<file path="config.mk">
export PLATFORM = sky130hd
export DESIGN_NAME = fft_sample_serializer
export DESIGN_NICKNAME = d
export VERILOG_FILES = /design/src/rtl/fft_pkg.sv /design/src/rtl/fft_index_counter.sv /design/src/rtl/fft_sample_serializer.sv
export SDC_FILE = /design/constraint.sdc
export NUM_CORES = 1
export LEC_CHECK = 0
export BUFFER_PORTS_ARGS = -buffer_cell sky130_fd_sc_hd__buf_2
export CORE_ASPECT_RATIO = 1.5
export CORE_MARGIN = 2
export CORE_UTILIZATION = 40
export DETAILED_ROUTE_END_ITERATION = 8
export PLACE_DENSITY_LB_ADDON = 0.08
export SLEW_MARGIN = 20
export SYNTH_ARGS = -nofsm -noshare
export SYNTH_HDL_FRONTEND = slang
export SYNTH_SLANG_ARGS = --single-unit
</file>
<file path="constraint.sdc">
create_clock -name clk -period 2.2 [get_ports clk]
set_input_delay 0.44 -clock clk [delete_from_list [all_inputs] [get_ports clk]]
set_output_delay 0.44 -clock clk [all_outputs]
set_load 0.01 [all_outputs]
</file>
<file path="src/rtl/fft_pkg.sv">
// Shared types and sizing helpers for the FFT output-side blocks.
// The sample serializer and its index counter both import this package.
package fft_pkg;

  typedef enum logic {
    IDLE = 1'b0,
    SEND = 1'b1
  } fft_ser_state_t;

  localparam int FFT_DEFAULT_N_SAMPLES = 8;
  localparam int FFT_DEFAULT_IDX_W     = $clog2(FFT_DEFAULT_N_SAMPLES);

  // Index width for a frame of n_samples; never narrower than one bit.
  function automatic int fft_idx_width(input int n_samples);
    return (n_samples < 2) ? 1 : $clog2(n_samples);
  endfunction

endpackage

</file>
<file path="src/rtl/fft_index_counter.sv">
// Saturating up-counter used to walk a frame's sample index.
// It stops at MAX_VALUE and flags that value on at_max.
module fft_index_counter
  import fft_pkg::*;
#(
  parameter int WIDTH     = FFT_DEFAULT_IDX_W,
  parameter int MAX_VALUE = FFT_DEFAULT_N_SAMPLES - 1
) (
  input  logic             clk,
  input  logic             reset,
  input  logic             clear,
  input  logic             incr,
  output logic [WIDTH-1:0] count,
  output logic             at_max
);

  logic [WIDTH-1:0] count_q;
  logic [WIDTH-1:0] count_d;

  always_comb begin
    count_d = count_q;
    if (clear) begin
      count_d = '0;
    end else if (incr && !at_max) begin
      count_d = count_q + WIDTH'(1);
    end
  end

  always_ff @(posedge clk) begin
    if (reset) begin
      count_q <= '0;
    end else begin
      count_q <= count_d;
    end
  end

  assign count  = count_q;
  assign at_max = (count_q == WIDTH'(MAX_VALUE));

endmodule

</file>
<file path="src/rtl/fft_sample_serializer.sv">
// Buffers one packed frame of fixed-point samples and streams it out
// sample 0 first, one sample per val/rdy handshake.
module fft_sample_serializer
  import fft_pkg::*;
#(
  parameter int BIT_WIDTH  = 32,
  parameter int DECIMAL_PT = 16,
  parameter int N_SAMPLES  = FFT_DEFAULT_N_SAMPLES
) (
  input  logic                          clk,
  input  logic                          reset,
  input  logic [BIT_WIDTH*N_SAMPLES-1:0] recv_msg,
  input  logic                          recv_val,
  output logic                          recv_rdy,
  output logic [BIT_WIDTH-1:0]          send_msg,
  output logic                          send_val,
  input  logic                          send_rdy,
  output logic                          send_last
);

  localparam int IDX_W = fft_idx_width(N_SAMPLES);

  if (N_SAMPLES < 2 || (N_SAMPLES & (N_SAMPLES - 1)) != 0 || DECIMAL_PT > BIT_WIDTH) begin : g_bad_params
    $error("fft_sample_serializer: N_SAMPLES must be a power of two >= 2 and DECIMAL_PT <= BIT_WIDTH");
  end

  fft_ser_state_t state_q;
  fft_ser_state_t state_d;

  logic [BIT_WIDTH-1:0] buffer_q [N_SAMPLES-1:0];
  logic [BIT_WIDTH-1:0] buffer_d [N_SAMPLES-1:0];

  logic [IDX_W-1:0] index;
  logic             index_at_max;
  logic             capture;
  logic             send_fire;

  assign capture   = recv_val && recv_rdy;
  assign send_fire = send_val && send_rdy;

  fft_index_counter #(
    .WIDTH     (IDX_W),
    .MAX_VALUE (N_SAMPLES - 1)
  ) u_index (
    .clk    (clk),
    .reset  (reset),
    .clear  (capture || (send_fire && index_at_max)),
    .incr   (send_fire && !index_at_max),
    .count  (index),
    .at_max (index_at_max)
  );

  // Outputs depend only on registered state; reset forces them idle.
  always_comb begin
    recv_rdy  = 1'b0;
    send_val  = 1'b0;
    send_last = 1'b0;
    send_msg  = '0;
    if (!reset) begin
      if (state_q == IDLE) begin
        recv_rdy = 1'b1;
      end else begin
        send_val  = 1'b1;
        send_last = index_at_max;
        send_msg  = buffer_q[index];
      end
    end
  end

  always_comb begin
    state_d = state_q;
    case (state_q)
      IDLE:    if (capture) state_d = SEND;
      SEND:    if (send_fire && index_at_max) state_d = IDLE;
      default: state_d = IDLE;
    endcase
  end

  always_comb begin
    buffer_d = buffer_q;
    if (capture) begin
      for (int i = 0; i < N_SAMPLES; i++) begin
        buffer_d[i] = recv_msg[BIT_WIDTH*i +: BIT_WIDTH];
      end
    end
  end

  always_ff @(posedge clk) begin
    if (reset) begin
      state_q <= IDLE;
      for (int i = 0; i < N_SAMPLES; i++) begin
        buffer_q[i] <= '0;
      end
    end else begin
      state_q  <= state_d;
      buffer_q <= buffer_d;
    end
  end

endmodule

</file>
After elaboration in Yosys (flattened, before gate mapping)
Cells that the tools add are included.
Widths: inputs -> output; s select.
{"block": "totals", "regBits": 260, "input_bits": 260, "output_inout_bits": 35, "wordCells": 35}
{"block": "op_classes", "n_addsub": 1, "magnitude_cmp": 1, "n_eq_ne": 1, "muxes": 13, "n_bitwise": 1, "reduce_logical": 8}
{"operator": "$bmux 32 s3", "n": 1}
{"operator": "$mux 32", "n": 3}
{"operator": "$mux 1", "n": 8}
{"operator": "$logic_and 1x1->1", "n": 5}
{"operator": "$lt 3x4->1 const B", "n": 1}
{"operator": "$add 3x1->3 const B", "n": 1}
{"operator": "$eq 3x3->1 const B", "n": 1}
{"operator": "$pmux 1 s2", "n": 1}
{"operator": "$reduce_or 2->1", "n": 1}
{"operator": "$logic_not 1->1", "n": 1}
{"operator": "$logic_or 1x1->1", "n": 1}
{"operator": "$not 1->1", "n": 1}

Longest topological paths before layout
Gate-level depths: netlist (run 1).
{"block": "depth", "word_depth": 6, "mapped_depth": 6, "ltp_nobuf": 4}

Modules after synthesis
Synthesis (run 1) repeated with hierarchy kept, for this count alone.
{"block": "unflattened", "cells_unflattened": 1388, "area_unflattened_um2": 11637.4}
{"module": "fft_sample_serializer", "instances": 1, "cells_per_inst": 1376, "area_each_um2": 11494.8, "seq_area_each_um2": 5144.9}
{"module": "fft_index_counter", "instances": 1, "cells_per_inst": 12, "area_each_um2": 142.6, "seq_area_each_um2": 60.1}

Worst setup path after synthesis (run 1)
No wires, ideal clock.
{"block": "synth_timing", "kind": "flip-flop to output port", "startpoint": "register u_index.count_q[1] (netlist: u_index.count[1])", "endpoint": "output port send_msg[31]", "arrival_ns": 1.441, "t_required_ns": 1.760, "setup_slack_ns": 0.319, "path_stages_with_launch": 7, "path_buffers": 3, "cell_sequence": "dfxtp_1 clkbuf_1 buf_2 buf_2 mux2i_1 o22ai_1 or2_2"}
{"block": "synth_between", "elab_chain_len": 4}
{"item": "start: declaration", "line_no": "fft_index_counter.sv:17", "source": "logic [WIDTH-1:0] count_q;"}
{"item": "start signal: assignment", "line_no": "fft_index_counter.sv:33", "source": "count_q <= count_d;"}
{"item": "$bmux 32 s3", "line_no": "fft_sample_serializer.sv:65", "source": "send_msg = buffer_q[index];"}
{"item": "$mux 32 (not written as such)", "line_no": "fft_sample_serializer.sv:65"}
{"item": "$mux 32", "line_no": "fft_sample_serializer.sv:60", "source": "if (state_q == IDLE) begin"}
{"item": "$mux 32", "line_no": "fft_sample_serializer.sv:59", "source": "if (!reset) begin"}
{"item": "end: declaration", "line_no": "fft_sample_serializer.sv:15", "source": "output logic [BIT_WIDTH-1:0] send_msg,"}
No other way between the ends. The select of a mux whose other input is x is not followed.

Worst setup path in the final report (run 1)
{"block": "layout_timing", "startpoint": "register u_index.count_q[1] (netlist: u_index.count[1])", "endpoint": "output port send_msg[25]"}
Same word-level chain as after synthesis.

==> results of run 1 <==
[cells in the final DEF, fill, tap and decap left out, types with 2 or more instances in the layout]
| cell | synthesis | layout |
|---|---|---|
| sky130_fd_sc_hd__nand4bb_2 | 0 | 2 |
| sky130_fd_sc_hd__or3b_2 | 2 | 2 |
| sky130_fd_sc_hd__o22ai_1 | 34 | 27 |
| sky130_fd_sc_hd__a22o_1 | 256 | 256 |
| sky130_fd_sc_hd__bufinv_16 | 0 | 2 |
| sky130_fd_sc_hd__ha_4 | 0 | 2 |
| sky130_fd_sc_hd__o22ai_4 | 0 | 2 |
| sky130_fd_sc_hd__dfxtp_1 | 260 | 258 |
| sky130_fd_sc_hd__buf_2 | 53 | 291 |
| sky130_fd_sc_hd__a21oi_1 | 4 | 3 |
| sky130_fd_sc_hd__clkbuf_16 | 0 | 31 |
| sky130_fd_sc_hd__diode_2 | 0 | 10 |
| sky130_fd_sc_hd__mux2i_2 | 0 | 16 |
| sky130_fd_sc_hd__buf_12 | 0 | 21 |
| sky130_fd_sc_hd__or2_1 | 31 | 31 |
| sky130_fd_sc_hd__buf_6 | 25 | 5 |
| sky130_fd_sc_hd__nand2_1 | 4 | 4 |
| sky130_fd_sc_hd__clkbuf_8 | 0 | 7 |
| sky130_fd_sc_hd__nor2_1 | 2 | 2 |
| sky130_fd_sc_hd__mux2i_1 | 128 | 87 |
| sky130_fd_sc_hd__mux2i_4 | 0 | 25 |
| sky130_fd_sc_hd__o22ai_2 | 30 | 35 |
| sky130_fd_sc_hd__clkinv_2 | 0 | 4 |
| sky130_fd_sc_hd__buf_16 | 0 | 9 |
| sky130_fd_sc_hd__buf_4 | 1 | 22 |
| sky130_fd_sc_hd__a21o_1 | 2 | 2 |
| sky130_fd_sc_hd__clkbuf_1 | 8 | 5 |
[routing by layer]
| layer | vias to the layer above | wire length, µm | share of wire (%) | track usage (%) |
|---|---|---|---|---|
| met5 | - | 14 | 0.043 | 0 |
| li1 | 3916 | - | - | - |
| met3 | 51 | 2140 | 6.6 | 4.61 |
| met4 | 4 | 723 | 2.2 | 6.95 |
| met2 | 282 | 15500 | 48 | 35.9 |
| met1 | 4022 | 14200 | 44 | 31.9 |
[critical path: stages, from the launching register on]
cell                      delay [ns]
sky130_fd_sc_hd__dfxtp_4        0.40
sky130_fd_sc_hd__buf_12         0.17
sky130_fd_sc_hd__buf_16         0.21
sky130_fd_sc_hd__mux2i_2        0.29
sky130_fd_sc_hd__o22ai_2        0.11
sky130_fd_sc_hd__or2_1          0.23
sky130_fd_sc_hd__buf_2          0.14
[registers in the layout, indices dropped and copies added (netlist names)]
name / cells
buffer_q: 256
state_q: 1
u_index.count: 3
[cells by family after synthesis]
kind of cell               count (synthesis)  synth area share, %
adders and majority gates                  2                0.244
muxes                                    128                 12.5
DFF                                      260                 50.7
buffers and inverters                     88                 5.72
and+or+nand+nor                           48                 3.00
AOI/OAI and AO/OA                        326                 27.9
[cell usage after synthesis (all sizes together)]
master | count | area share [%]
a21o | 2 | 0.15
a21oi | 4 | 0.19
a22o | 256 | 22
and2 | 2 | 0.12
buf | 79 | 5.4
clkbuf | 8 | 0.29
dfxtp | 260 | 51
ha | 2 | 0.24
inv | 1 | 0.037
mux2i | 128 | 12
nand2 | 4 | 0.15
nand3b | 1 | 0.073
nand4b | 1 | 0.085
nand4bb | 2 | 0.22
nor2 | 2 | 0.073
o22ai | 64 | 5.7
or2 | 32 | 1.9
or3 | 1 | 0.061
or3b | 2 | 0.17
or4b | 1 | 0.097
[path summary, 6_finish.rpt]
path                    start          endpoint  slack, ns  cells after the start
min reg2reg      buffer_q[68]      buffer_q[68]       0.47                      1
min             recv_msg[221]     buffer_q[221]       0.12                      2
max          u_index.count[1]      send_msg[25]      -0.33                      6
max reg2reg  u_index.count[1]  u_index.count[2]       0.29                      7
[power breakdown]
part	total (mW)	internal [mW]	switching, mW
Combinational	1.19	0.644	0.551
Clock	4.54	2.70	1.84
Sequential	5.26	5.05	0.215
Total	11.0	8.39	2.61
[layout make-up]
cell class | count | area [µm²] | share of cell area, %
repair buffers | 352 | 2450 | 17.6
diodes | 10 | 25.0 | 0.180
inverters | 1 | 3.75 | 0.0269
multi-input cells | 504 | 4960 | 35.6
flip-flops and latches | 260 | 5210 | 37.4
clock inverters | 6 | 80.1 | 0.575
clock buffers | 39 | 791 | 5.68
well taps | 328 | 410 | 2.95
[what timing repair did]
item / CTS / global route
gates resized for setup: 65 / 35
endpoints found under the setup margin: 33 / 33
cloned: 8 / 4
pin swaps: 8 / 13
endpoints found under the hold margin: 0 / 0
setup buffers: 8 / 3
[metrics by stage]
| step | total power, mW | hold slack (ns) | worst slack (ns) |
|---|---|---|---|
| after floorplan | 5.97 | 0.441 | 0.319 |
| after global placement | 6.42 | 0.455 | -0.0493 |
| after detailed placement | 6.42 | 0.453 | -0.102 |
| after CTS | 11.0 | 0.107 | -0.325 |
| after global routing | 11.4 | 0.112 | -0.374 |
| final | 11.0 | 0.124 | -0.329 |
==> metrics.txt, run 1 <==
# TYPE chip_impl_metric gauge
chip_impl_info{name="run_status",value="finished with violations"} 1
chip_impl_info{name="violations",value="negative setup slack"} 1
chip_impl_info{name="clock_tree.root_cell",value="sky130_fd_sc_hd__clkbuf_16"} 1
chip_impl_info{name="setup.worst_path.end_class",value="output pin"} 1
chip_impl_metric{name="detail_routed_via_count_per_cell",unit=""} 5.52
chip_impl_metric{name="setup_violations",unit=""} 33
chip_impl_info{name="tritoncts_clock_tree",value="yes"} 1
chip_impl_metric{name="pwr_density_cell",unit="nW/µm²"} 789
chip_impl_metric{name="timing.final.max_slew_violations",unit=""} 0
chip_impl_metric{name="top_level_ports",unit=""} 295
chip_impl_metric{name="floorplan.initialDensity",unit="%"} 40.9
chip_impl_metric{name="drt-pass1-iter-count",unit=""} 5
chip_impl_metric{name="post_cts_hold_buffers",unit=""} 0
chip_impl_metric{name="dr.first_iter.drc_count",unit=""} 348
chip_impl_metric{name="core",unit="µm²"} 25100
chip_impl_metric{name="setup_tns",unit="ns"} -9.11
chip_impl_metric{name="die_area",unit="µm²"} 27000
chip_impl_metric{name="cts.clk_slew.worst_paths",unit="ns"} 0.06
chip_impl_metric{name="ant_nets",unit=""} 0
chip_impl_metric{name="place.detailed.hpwl",unit="µm"} 21600
chip_impl_metric{name="routed_wl",unit="µm"} 32500
chip_impl_metric{name="synthesis.nets",unit=""} 1114
chip_impl_metric{name="worst_slew_margin_rel",unit="%"} 64.4
chip_impl_metric{name="clock.fmax",unit="MHz"} 395
chip_impl_metric{name="drive_above_1_share",unit="%"} 41.5
chip_impl_metric{name="post_dp_cell_area",unit="µm²"} 12100
chip_impl_metric{name="synth.yosys.warnings",unit=""} 0
chip_impl_metric{name="worstSkewPairLatency",unit="ns"} 0.53
chip_impl_metric{name="final_cell_count_no_fill",unit=""} 1500
chip_impl_metric{name="grt_total_usage",unit="%"} 22.9
chip_impl_metric{name="vias",unit=""} 8275
chip_impl_metric{name="net_count_reported_at_finish",unit=""} 1407
chip_impl_metric{name="finalHoldViolations",unit=""} 0
chip_impl_metric{name="finalWorstPathRequiredPeriod",unit="ns"} 2.53
chip_impl_metric{name="timing.critical_path.arrival",unit="ns"} 2.09
chip_impl_metric{name="number_of_global_route_vias_before_repair",unit=""} 8367
chip_impl_metric{name="synth.distinct_cells",unit=""} 24
chip_impl_metric{name="dpl.cell_count",unit=""} 1423
chip_impl_metric{name="htree_num_levels",unit=""} 1
chip_impl_metric{name="drt_drc_violations_left",unit=""} 0
chip_impl_metric{name="die_width",unit="µm"} 135
chip_impl_info{name="hp-class",value="input port to flip-flop"} 1
chip_impl_metric{name="vdd_drop_max",unit="µV"} 633
chip_impl_metric{name="synth.cell_area",unit="µm²"} 10300
chip_impl_metric{name="leakagePower",unit="nW"} 5.59
chip_impl_metric{name="wl_per_cell",unit="µm"} 21.7
chip_impl_metric{name="timing.critical_path.required",unit="ns"} 1.76
chip_impl_metric{name="finalCritPeriodShare",unit="%"} 115
chip_impl_metric{name="number_of_buffers_inserted_during_clock_tree_synthesis",unit=""} 26
chip_impl_metric{name="fin_ws",unit="ns"} -0.329
chip_impl_metric{name="postSynthRegisterBits",unit=""} 260
chip_impl_info{name="grt_setup_unrepaired",value="true"} 1
chip_impl_metric{name="area.growth.synth_to_final",unit="%"} 35.6
chip_impl_metric{name="syn_area_per_cell",unit="µm²"} 12.1
chip_impl_metric{name="floorplan.die.height",unit="µm"} 200
chip_impl_metric{name="synth_cells",unit=""} 852
chip_impl_metric{name="grt_pass1_wl",unit="µm"} 48400
chip_impl_metric{name="place.gp.congestion",unit=""} 0.853
chip_impl_metric{name="yosysSeqAreaShare",unit="%"} 50.7
chip_impl_metric{name="fillCellCount",unit=""} 2271
chip_impl_info{name="cp-start-kind",value="flip-flop"} 1
chip_impl_metric{name="clkSinkCount",unit=""} 260
chip_impl_metric{name="num_rows",unit=""} 71
chip_impl_metric{name="antenna_found_initial",unit=""} 13
chip_impl_metric{name="crit_path_max_fanout",unit=""} 17
chip_impl_metric{name="worst_clock_skew",unit="ns"} 0.0101
chip_impl_metric{name="max-clock-path-buffers",unit=""} 3
chip_impl_metric{name="layout.cell_area.non_filler",unit="µm²"} 13900
chip_impl_metric{name="io_buffers",unit=""} 294
chip_impl_metric{name="globalRoute.totalOverflow",unit=""} 0
chip_impl_metric{name="maximum_number_of_pins_on_one_net_before_global_route_repair",unit=""} 114
chip_impl_info{name="crit_type",value="flip-flop to output pin"} 1
chip_impl_metric{name="final_util",unit="%"} 55.4
chip_impl_metric{name="worst_pin_slew",unit="ns"} 0.534
chip_impl_metric{name="max_cap_violations",unit=""} 0
Note: power is estimated with default switching activity, not from simulation.
==> run 2, diff against run 1 <==
--- a/config.mk
+++ b/config.mk
@@ -9,9 +9,10 @@
 export CORE_ASPECT_RATIO = 1.5
 export CORE_MARGIN = 2
 export CORE_UTILIZATION = 40
+export CTS_BUF_LIST = sky130_fd_sc_hd__clkbuf_16
 export DETAILED_ROUTE_END_ITERATION = 8
 export PLACE_DENSITY_LB_ADDON = 0.08
-export SLEW_MARGIN = 20
+export SLEW_MARGIN = 30
 export SYNTH_ARGS = -nofsm -noshare
 export SYNTH_HDL_FRONTEND = slang
 export SYNTH_SLANG_ARGS = --single-unit
==> metrics.txt, run 2 (synthesis results as in run 1) <==
# TYPE chip_impl_metric gauge
chip_impl_metric{name="finalHoldViolations",unit=""} 0
chip_impl_metric{name="cts.clk_slew.worst_paths",unit="ns"} 0.06
chip_impl_metric{name="number_of_buffers_inserted_during_clock_tree_synthesis",unit=""} 26
chip_impl_metric{name="leakagePower",unit="nW"} 5.58
chip_impl_metric{name="final_cell_count_no_fill",unit=""} 1501
chip_impl_metric{name="area.growth.synth_to_final",unit="%"} 34.8
chip_impl_info{name="crit_chain",value="buf_12 > buf_16 > mux2i_2 > o22ai_2 > or2_1 > buf_2"} 1
chip_impl_metric{name="die_area",unit="µm²"} 27000
chip_impl_metric{name="htree_num_levels",unit=""} 1
chip_impl_metric{name="num_rows",unit=""} 71
chip_impl_metric{name="power.switching",unit="mW"} 2.62
chip_impl_info{name="cp-start-kind",value="flip-flop"} 1
chip_impl_metric{name="drt_drc_violations_left",unit=""} 0
chip_impl_metric{name="routed_wl",unit="µm"} 32900
chip_impl_metric{name="place.gp.congestion",unit=""} 0.853
chip_impl_metric{name="worst_slew_margin_rel",unit="%"} 64.1
chip_impl_metric{name="grt_total_usage",unit="%"} 22.8
chip_impl_metric{name="floorplan.initialDensity",unit="%"} 40.9
chip_impl_metric{name="max-clock-path-buffers",unit=""} 3
chip_impl_metric{name="globalRoute.totalOverflow",unit=""} 0
chip_impl_metric{name="reg2reg_slack",unit="ns"} 0.28
chip_impl_info{name="setup.worst_path.start",value="u_index.count[1]"} 1
chip_impl_metric{name="wl_per_cell",unit="µm"} 21.9
chip_impl_metric{name="antenna_found_initial",unit=""} 13
chip_impl_info{name="grt_setup_unrepaired",value="true"} 1
chip_impl_metric{name="dpl.cell_count",unit=""} 1423
chip_impl_info{name="setup.worst_path.end_class",value="output pin"} 1
chip_impl_metric{name="pwr_density_cell",unit="nW/µm²"} 775
chip_impl_metric{name="switching_share",unit="%"} 24.4
chip_impl_metric{name="io_buffers",unit=""} 294
chip_impl_metric{name="worst_path_largest_cell_delay",unit="ns"} 0.40
chip_impl_metric{name="timing.critical_path.required",unit="ns"} 1.76
chip_impl_metric{name="worst_clock_skew",unit="ns"} 0.00819
chip_impl_metric{name="finalCritPeriodShare",unit="%"} 115
chip_impl_info{name="rr_endpoint",value="u_index.count[2]"} 1
chip_impl_metric{name="detail_routed_via_count_per_cell",unit=""} 5.50
chip_impl_metric{name="combPwrFrac",unit="%"} 11.0
chip_impl_metric{name="dr.first_iter.drc_count",unit=""} 418
chip_impl_info{name="run_status",value="finished with violations"} 1
chip_impl_metric{name="worst_pin_slew",unit="ns"} 0.538
chip_impl_info{name="layout_commonest_cell",value="sky130_fd_sc_hd__buf_2"} 1
chip_impl_metric{name="grt_pass1_wl",unit="µm"} 48200
chip_impl_metric{name="seq_power_share",unit="%"} 49.0
chip_impl_metric{name="final_total_power",unit="mW"} 10.7
chip_impl_metric{name="drt-pass1-iter-count",unit=""} 4
chip_impl_info{name="violations",value="negative setup slack"} 1
chip_impl_metric{name="clock.fmax",unit="MHz"} 394
chip_impl_info{name="clock_tree.root_cell",value="sky130_fd_sc_hd__clkbuf_16"} 1
chip_impl_metric{name="timing.reg2reg.worst_path_depth",unit=""} 7
chip_impl_info{name="tritoncts_clock_tree",value="yes"} 1
chip_impl_metric{name="max_cap_violations",unit=""} 0
chip_impl_metric{name="fin_ws",unit="ns"} -0.335
chip_impl_metric{name="cell_internal_pwr",unit="mW"} 8.11
chip_impl_metric{name="core",unit="µm²"} 25100
chip_impl_metric{name="largest_register_ff_count",unit=""} 256
chip_impl_info{name="most_frequent_cells_in_the_layout",value="sky130_fd_sc_hd__buf_2 (293), sky130_fd_sc_hd__dfxtp_1 (257), sky130_fd_sc_hd__a22o_1 (256), sky130_fd_sc_hd__mux2i_1 (85), sky130_fd_sc_hd__o22ai_2 (36)"} 1
chip_impl_metric{name="vdd_drop_max",unit="µV"} 637
chip_impl_metric{name="setup_violations",unit=""} 33
chip_impl_metric{name="drive_above_1_share",unit="%"} 41.1
chip_impl_metric{name="top_level_ports",unit=""} 295
chip_impl_metric{name="timing.final.max_slew_violations",unit=""} 0
chip_impl_metric{name="vias",unit=""} 8254
chip_impl_metric{name="number_of_global_route_vias_before_repair",unit=""} 8295
chip_impl_info{name="crit_type",value="flip-flop to output pin"} 1
chip_impl_metric{name="clkSinkCount",unit=""} 260
chip_impl_metric{name="post_cts_hold_buffers",unit=""} 0
chip_impl_metric{name="setup_slack_at_placement",unit="ns"} -0.102
chip_impl_info{name="capture_point_of_the_worst_path",value="send_msg[25]"} 1
chip_impl_info{name="cpMaxStageDelayCell",value="sky130_fd_sc_hd__dfxtp_4"} 1
chip_impl_metric{name="crit_path_max_fanout",unit=""} 17
chip_impl_metric{name="floorplan.die.height",unit="µm"} 200
chip_impl_metric{name="place.detailed.hpwl",unit="µm"} 21600
chip_impl_metric{name="maximum_number_of_pins_on_one_net_before_global_route_repair",unit=""} 114
chip_impl_metric{name="worstSkewPairLatency",unit="ns"} 0.53
chip_impl_info{name="hp-class",value="input port to flip-flop"} 1
chip_impl_metric{name="ant_nets",unit=""} 0
chip_impl_metric{name="timing.critical_path.arrival",unit="ns"} 2.10
chip_impl_info{name="largest_register",value="buffer_q"} 1
chip_impl_info{name="reg_to_reg_startpoint",value="u_index.count[1]"} 1
chip_impl_metric{name="die_width",unit="µm"} 135
chip_impl_metric{name="finalWorstPathRequiredPeriod",unit="ns"} 2.54
chip_impl_metric{name="net_count_reported_at_finish",unit=""} 1408
chip_impl_metric{name="p_clk_share",unit="%"} 39.9
[run 2: cell types whose count changed in the layout (fill, tap and decap cells not counted), moves of 2 or more]
cell,previous run,this run
sky130_fd_sc_hd__clkbuf_8,7,0
sky130_fd_sc_hd__clkinv_1,0,7
sky130_fd_sc_hd__clkbuf_1,5,0
sky130_fd_sc_hd__inv_1,1,6
sky130_fd_sc_hd__buf_16,9,7
sky130_fd_sc_hd__buf_2,291,293
sky130_fd_sc_hd__buf_4,22,20
sky130_fd_sc_hd__buf_6,5,7
sky130_fd_sc_hd__clkbuf_16,31,33
sky130_fd_sc_hd__mux2i_1,87,85
sky130_fd_sc_hd__o22ai_4,2,0
[run 2: area by class of cell]
cell class | count | area (µm²)
antenna | 10 | 25.0
clock buffer | 27 | 676
clock inverter | 18 | 125
fill | 2282 | 11300
inverter | 1 | 3.75
multi-input combinational | 504 | 4960
sequential | 260 | 5210
tap | 328 | 410
timing repair buffer | 353 | 2440
[run 2: through the flow]
stage / util, % / TNS, ns / cell area (µm²) / hold slack, ns
detailed placement: 48.1 / -1.44 / 12100 / 0.453
finish: 55.1 / -8.96 / 13800 / 0.126
floorplan: - / 0 / 10300 / 0.441
CTS: 53.5 / -9.34 / 13500 / 0.107
global route: 55.1 / -11.14 / 13800 / 0.114
global placement: 48.1 / -0.613 / 12100 / 0.455
[run 2: worst max-delay path: cells and delay by family, from the launching register on]
family / cells / cell delay, ns
buffers and inverters: 3 / 0.52
DFF: 1 / 0.40
AOI/OAI and AO/OA: 1 / 0.11
and+or+nand+nor: 1 / 0.23
muxes: 1 / 0.28
[run 2: worst min-delay path by stage]
stage | startpoint | to | slack, ns | cells past startpoint
final | recv_msg[221] | buffer_q[221] | 0.13 | 2
after CTS | recv_msg[22] | buffer_q[22] | 0.11 | 2
after detailed placement | buffer_q[189] | buffer_q[189] | 0.45 | 1
after floorplan | buffer_q[10] | buffer_q[10] | 0.44 | 1
after global placement | buffer_q[178] | buffer_q[178] | 0.45 | 1
after global routing | recv_msg[15] | buffer_q[15] | 0.11 | 2
[run 2: what timing repair did]
item | CTS | global route
gates cloned | 7 | 6
endpoints found under the setup margin | 33 | 33
setup buffers | 7 | 5
pin swaps | 7 | 5
gates resized for setup | 58 | 40
[run 2: routing by layer]
| layer | routed length (µm) | part of all wire (%) | GRT usage [%] | vias to the layer above |
|---|---|---|---|---|
| met5 | 14 | 0.043 | 0 | - |
| met4 | 723 | 2.2 | 7.26 | 4 |
| met3 | 2100 | 6.4 | 4.45 | 48 |
| met2 | 15600 | 48 | 35.4 | 280 |
| met1 | 14400 | 44 | 31.9 | 4005 |
| li1 | - | - | - | 3917 |
[run 2: power groups by stage]
| stage | logic (mW) | registers (mW) | clock network [mW] |
|---|---|---|---|
| 2_1_floorplan | 0.700 | 5.27 | 0 |
| 3_3_place_gp | 1.10 | 5.32 | 0 |
| 3_5_place_dp | 1.11 | 5.32 | 0 |
| 4_1_cts | 1.16 | 5.24 | 4.35 |
| 5_1_grt | 1.28 | 5.30 | 4.52 |
| 6_report | 1.19 | 5.26 | 4.28 |
==> run 3, diff against run 2 <==
--- a/config.mk
+++ b/config.mk
@@ -9,7 +9,6 @@
 export CORE_ASPECT_RATIO = 1.5
 export CORE_MARGIN = 2
 export CORE_UTILIZATION = 40
-export CTS_BUF_LIST = sky130_fd_sc_hd__clkbuf_16
 export DETAILED_ROUTE_END_ITERATION = 8
 export PLACE_DENSITY_LB_ADDON = 0.08
 export SLEW_MARGIN = 30
==> constraint.sdc (replaced) <==
create_clock -name clk -period 2.43 [get_ports clk]
set_input_delay 0.486 -clock clk [delete_from_list [all_inputs] [get_ports clk]]
set_output_delay 0.486 -clock clk [all_outputs]
set_load 0.01 [all_outputs]
==> metrics.txt, run 3 (synthesis results as in run 1) <==
# TYPE chip_impl_metric gauge
chip_impl_metric{name="grt_total_usage",unit="%"} 23.4
chip_impl_metric{name="finalHoldWorstSlack",unit="ns"} 0.169
chip_impl_metric{name="post_dp_cell_area",unit="µm²"} 12100
chip_impl_metric{name="dpl.cell_count",unit=""} 1420
chip_impl_info{name="largest_register",value="buffer_q"} 1
chip_impl_metric{name="floorplan.die.height",unit="µm"} 200
chip_impl_metric{name="number_of_global_route_vias_before_repair",unit=""} 8428
chip_impl_metric{name="finalHoldViolations",unit=""} 0
chip_impl_metric{name="layout.cell_area.non_filler",unit="µm²"} 14100
chip_impl_metric{name="timing.final.max_slew_violations",unit=""} 0
chip_impl_metric{name="crit_path_max_fanout",unit=""} 8
chip_impl_metric{name="clkSinkCount",unit=""} 260
chip_impl_info{name="worst_path_dominant_cell_family",value="buffers and inverters"} 1
chip_impl_metric{name="vias",unit=""} 8279
chip_impl_metric{name="die_area",unit="µm²"} 27000
chip_impl_metric{name="maximum_number_of_pins_on_one_net_before_global_route_repair",unit=""} 64
chip_impl_metric{name="cts.clk_slew.worst_paths",unit="ns"} 0.06
chip_impl_metric{name="final_cell_count_no_fill",unit=""} 1503
chip_impl_metric{name="finalWorstPathRequiredPeriod",unit="ns"} 2.58
chip_impl_metric{name="timing.critical_path.arrival",unit="ns"} 2.09
chip_impl_metric{name="drt-pass1-iter-count",unit=""} 4
chip_impl_metric{name="drive_above_1_share",unit="%"} 42.9
chip_impl_metric{name="grt_pass1_wl",unit="µm"} 49300
chip_impl_metric{name="worst_path_largest_cell_delay",unit="ns"} 0.38
chip_impl_metric{name="max-clock-path-buffers",unit=""} 3
chip_impl_metric{name="worst_slew_margin_rel",unit="%"} 64.5
chip_impl_metric{name="worstSkewPairLatency",unit="ns"} 0.53
chip_impl_metric{name="num_rows",unit=""} 71
chip_impl_metric{name="number_of_buffers_inserted_during_clock_tree_synthesis",unit=""} 26
chip_impl_info{name="cpMaxStageDelayCell",value="sky130_fd_sc_hd__dfxtp_4"} 1
chip_impl_metric{name="area.growth.synth_to_final",unit="%"} 37.7
chip_impl_metric{name="worst_clock_skew",unit="ns"} 0.00342
chip_impl_metric{name="pwr_density_cell",unit="nW/µm²"} 704
chip_impl_metric{name="htree_num_levels",unit=""} 1
chip_impl_info{name="crit_type",value="flip-flop to output pin"} 1
chip_impl_metric{name="setup_slack_at_placement",unit="ns"} -0.0213
chip_impl_info{name="violations",value="negative setup slack"} 1
chip_impl_metric{name="setup_violations",unit=""} 32
chip_impl_metric{name="final_util",unit="%"} 56.3
chip_impl_metric{name="place.detailed.hpwl",unit="µm"} 21600
chip_impl_metric{name="final_total_power",unit="mW"} 9.96
chip_impl_metric{name="leakagePower",unit="nW"} 5.62
chip_impl_metric{name="detail_routed_via_count_per_cell",unit=""} 5.51
chip_impl_metric{name="finalCritPeriodShare",unit="%"} 106
chip_impl_metric{name="die_width",unit="µm"} 135
chip_impl_metric{name="wl_per_cell",unit="µm"} 21.7
chip_impl_metric{name="place.gp.congestion",unit=""} 0.871
chip_impl_metric{name="vdd_drop_max",unit="µV"} 524
chip_impl_info{name="cp-start-kind",value="flip-flop"} 1
chip_impl_metric{name="routed_wl",unit="µm"} 32600
chip_impl_metric{name="largest_register_ff_count",unit=""} 256
chip_impl_info{name="most_frequent_cells_in_the_layout",value="sky130_fd_sc_hd__buf_2 (292), sky130_fd_sc_hd__dfxtp_1 (258), sky130_fd_sc_hd__a22o_1 (256), sky130_fd_sc_hd__mux2i_1 (69), sky130_fd_sc_hd__o22ai_2 (38)"} 1
chip_impl_metric{name="globalRoute.totalOverflow",unit=""} 0
chip_impl_metric{name="top_level_ports",unit=""} 295
chip_impl_metric{name="io_buffers",unit=""} 294
chip_impl_metric{name="worst_pin_slew",unit="ns"} 0.531
chip_impl_info{name="layout_commonest_cell",value="sky130_fd_sc_hd__buf_2"} 1
chip_impl_metric{name="antenna_found_initial",unit=""} 15
chip_impl_metric{name="timing.critical_path.required",unit="ns"} 1.94
chip_impl_metric{name="floorplan.initialDensity",unit="%"} 40.9
chip_impl_info{name="grt_setup_unrepaired",value="true"} 1
chip_impl_metric{name="setup_tns",unit="ns"} -3.35
chip_impl_metric{name="max_cap_violations",unit=""} 0
chip_impl_info{name="crit_top_cell",value="sky130_fd_sc_hd__buf_16"} 1
chip_impl_metric{name="ant_nets",unit=""} 0
chip_impl_metric{name="fin_ws",unit="ns"} -0.145
chip_impl_info{name="hp-class",value="input port to flip-flop"} 1
chip_impl_metric{name="core",unit="µm²"} 25100
chip_impl_metric{name="net_count_reported_at_finish",unit=""} 1405
chip_impl_metric{name="drt_drc_violations_left",unit=""} 0
chip_impl_info{name="clock_tree.root_cell",value="sky130_fd_sc_hd__clkbuf_16"} 1
chip_impl_metric{name="path_buf_inv",unit=""} 4
chip_impl_info{name="crit_chain",value="buf_8 > buf_16 > buf_16 > mux2i_4 > o22ai_2 > or2_1 > buf_2"} 1
chip_impl_info{name="tritoncts_clock_tree",value="yes"} 1
chip_impl_info{name="setup.worst_path.end_class",value="output pin"} 1
chip_impl_info{name="run_status",value="finished with violations"} 1
chip_impl_metric{name="clock.fmax",unit="MHz"} 388
chip_impl_metric{name="dr.first_iter.drc_count",unit=""} 486
==> run 3: path summary, 6_finish.rpt <==
path                           end             start  slack [ns]  depth (start not counted)
setup / recovery      send_msg[12]  u_index.count[1]       -0.15                          7
hold / removal       buffer_q[234]     recv_msg[234]        0.17                          2
hold reg to reg      buffer_q[215]     buffer_q[215]        0.47                          1
setup reg to reg  u_index.count[2]  u_index.count[1]        0.59                          6
==> run 3: layout make-up <==
type / instances / area (µm²)
inverter: 1 / 3.75
clock inverter: 4 / 47.5
fill: 2184 / 11000
sequential: 260 / 5210
multi-input combinational: 504 / 5120
antenna: 13 / 32.5
tap: 328 / 410
clock buffer: 43 / 816
timing repair buffer: 350 / 2500
==> run 3: timing repair <==
action                                  4_1_cts  5_1_grt
setup buffers                                10        1
pin swaps                                    19       13
gates resized for setup                     106       31
gates cloned                                 10        3
hold buffers                                  0        0
endpoints found under the setup margin       33       33
==> run 3: routing by layer <==
metal	GRT usage, %	vias up	part of all wire, %
li1	-	3930	-
met1	32.9	4008	45
met2	35.6	282	46
met3	4.58	57	6.3
met4	8.35	2	2.7
met5	0	-	0.034
==> run 3: power breakdown <==
| group | switching, mW | internal [mW] |
|---|---|---|
| clock | 1.68 | 2.38 |
| combinational | 0.502 | 0.613 |
| sequential | 0.211 | 4.57 |
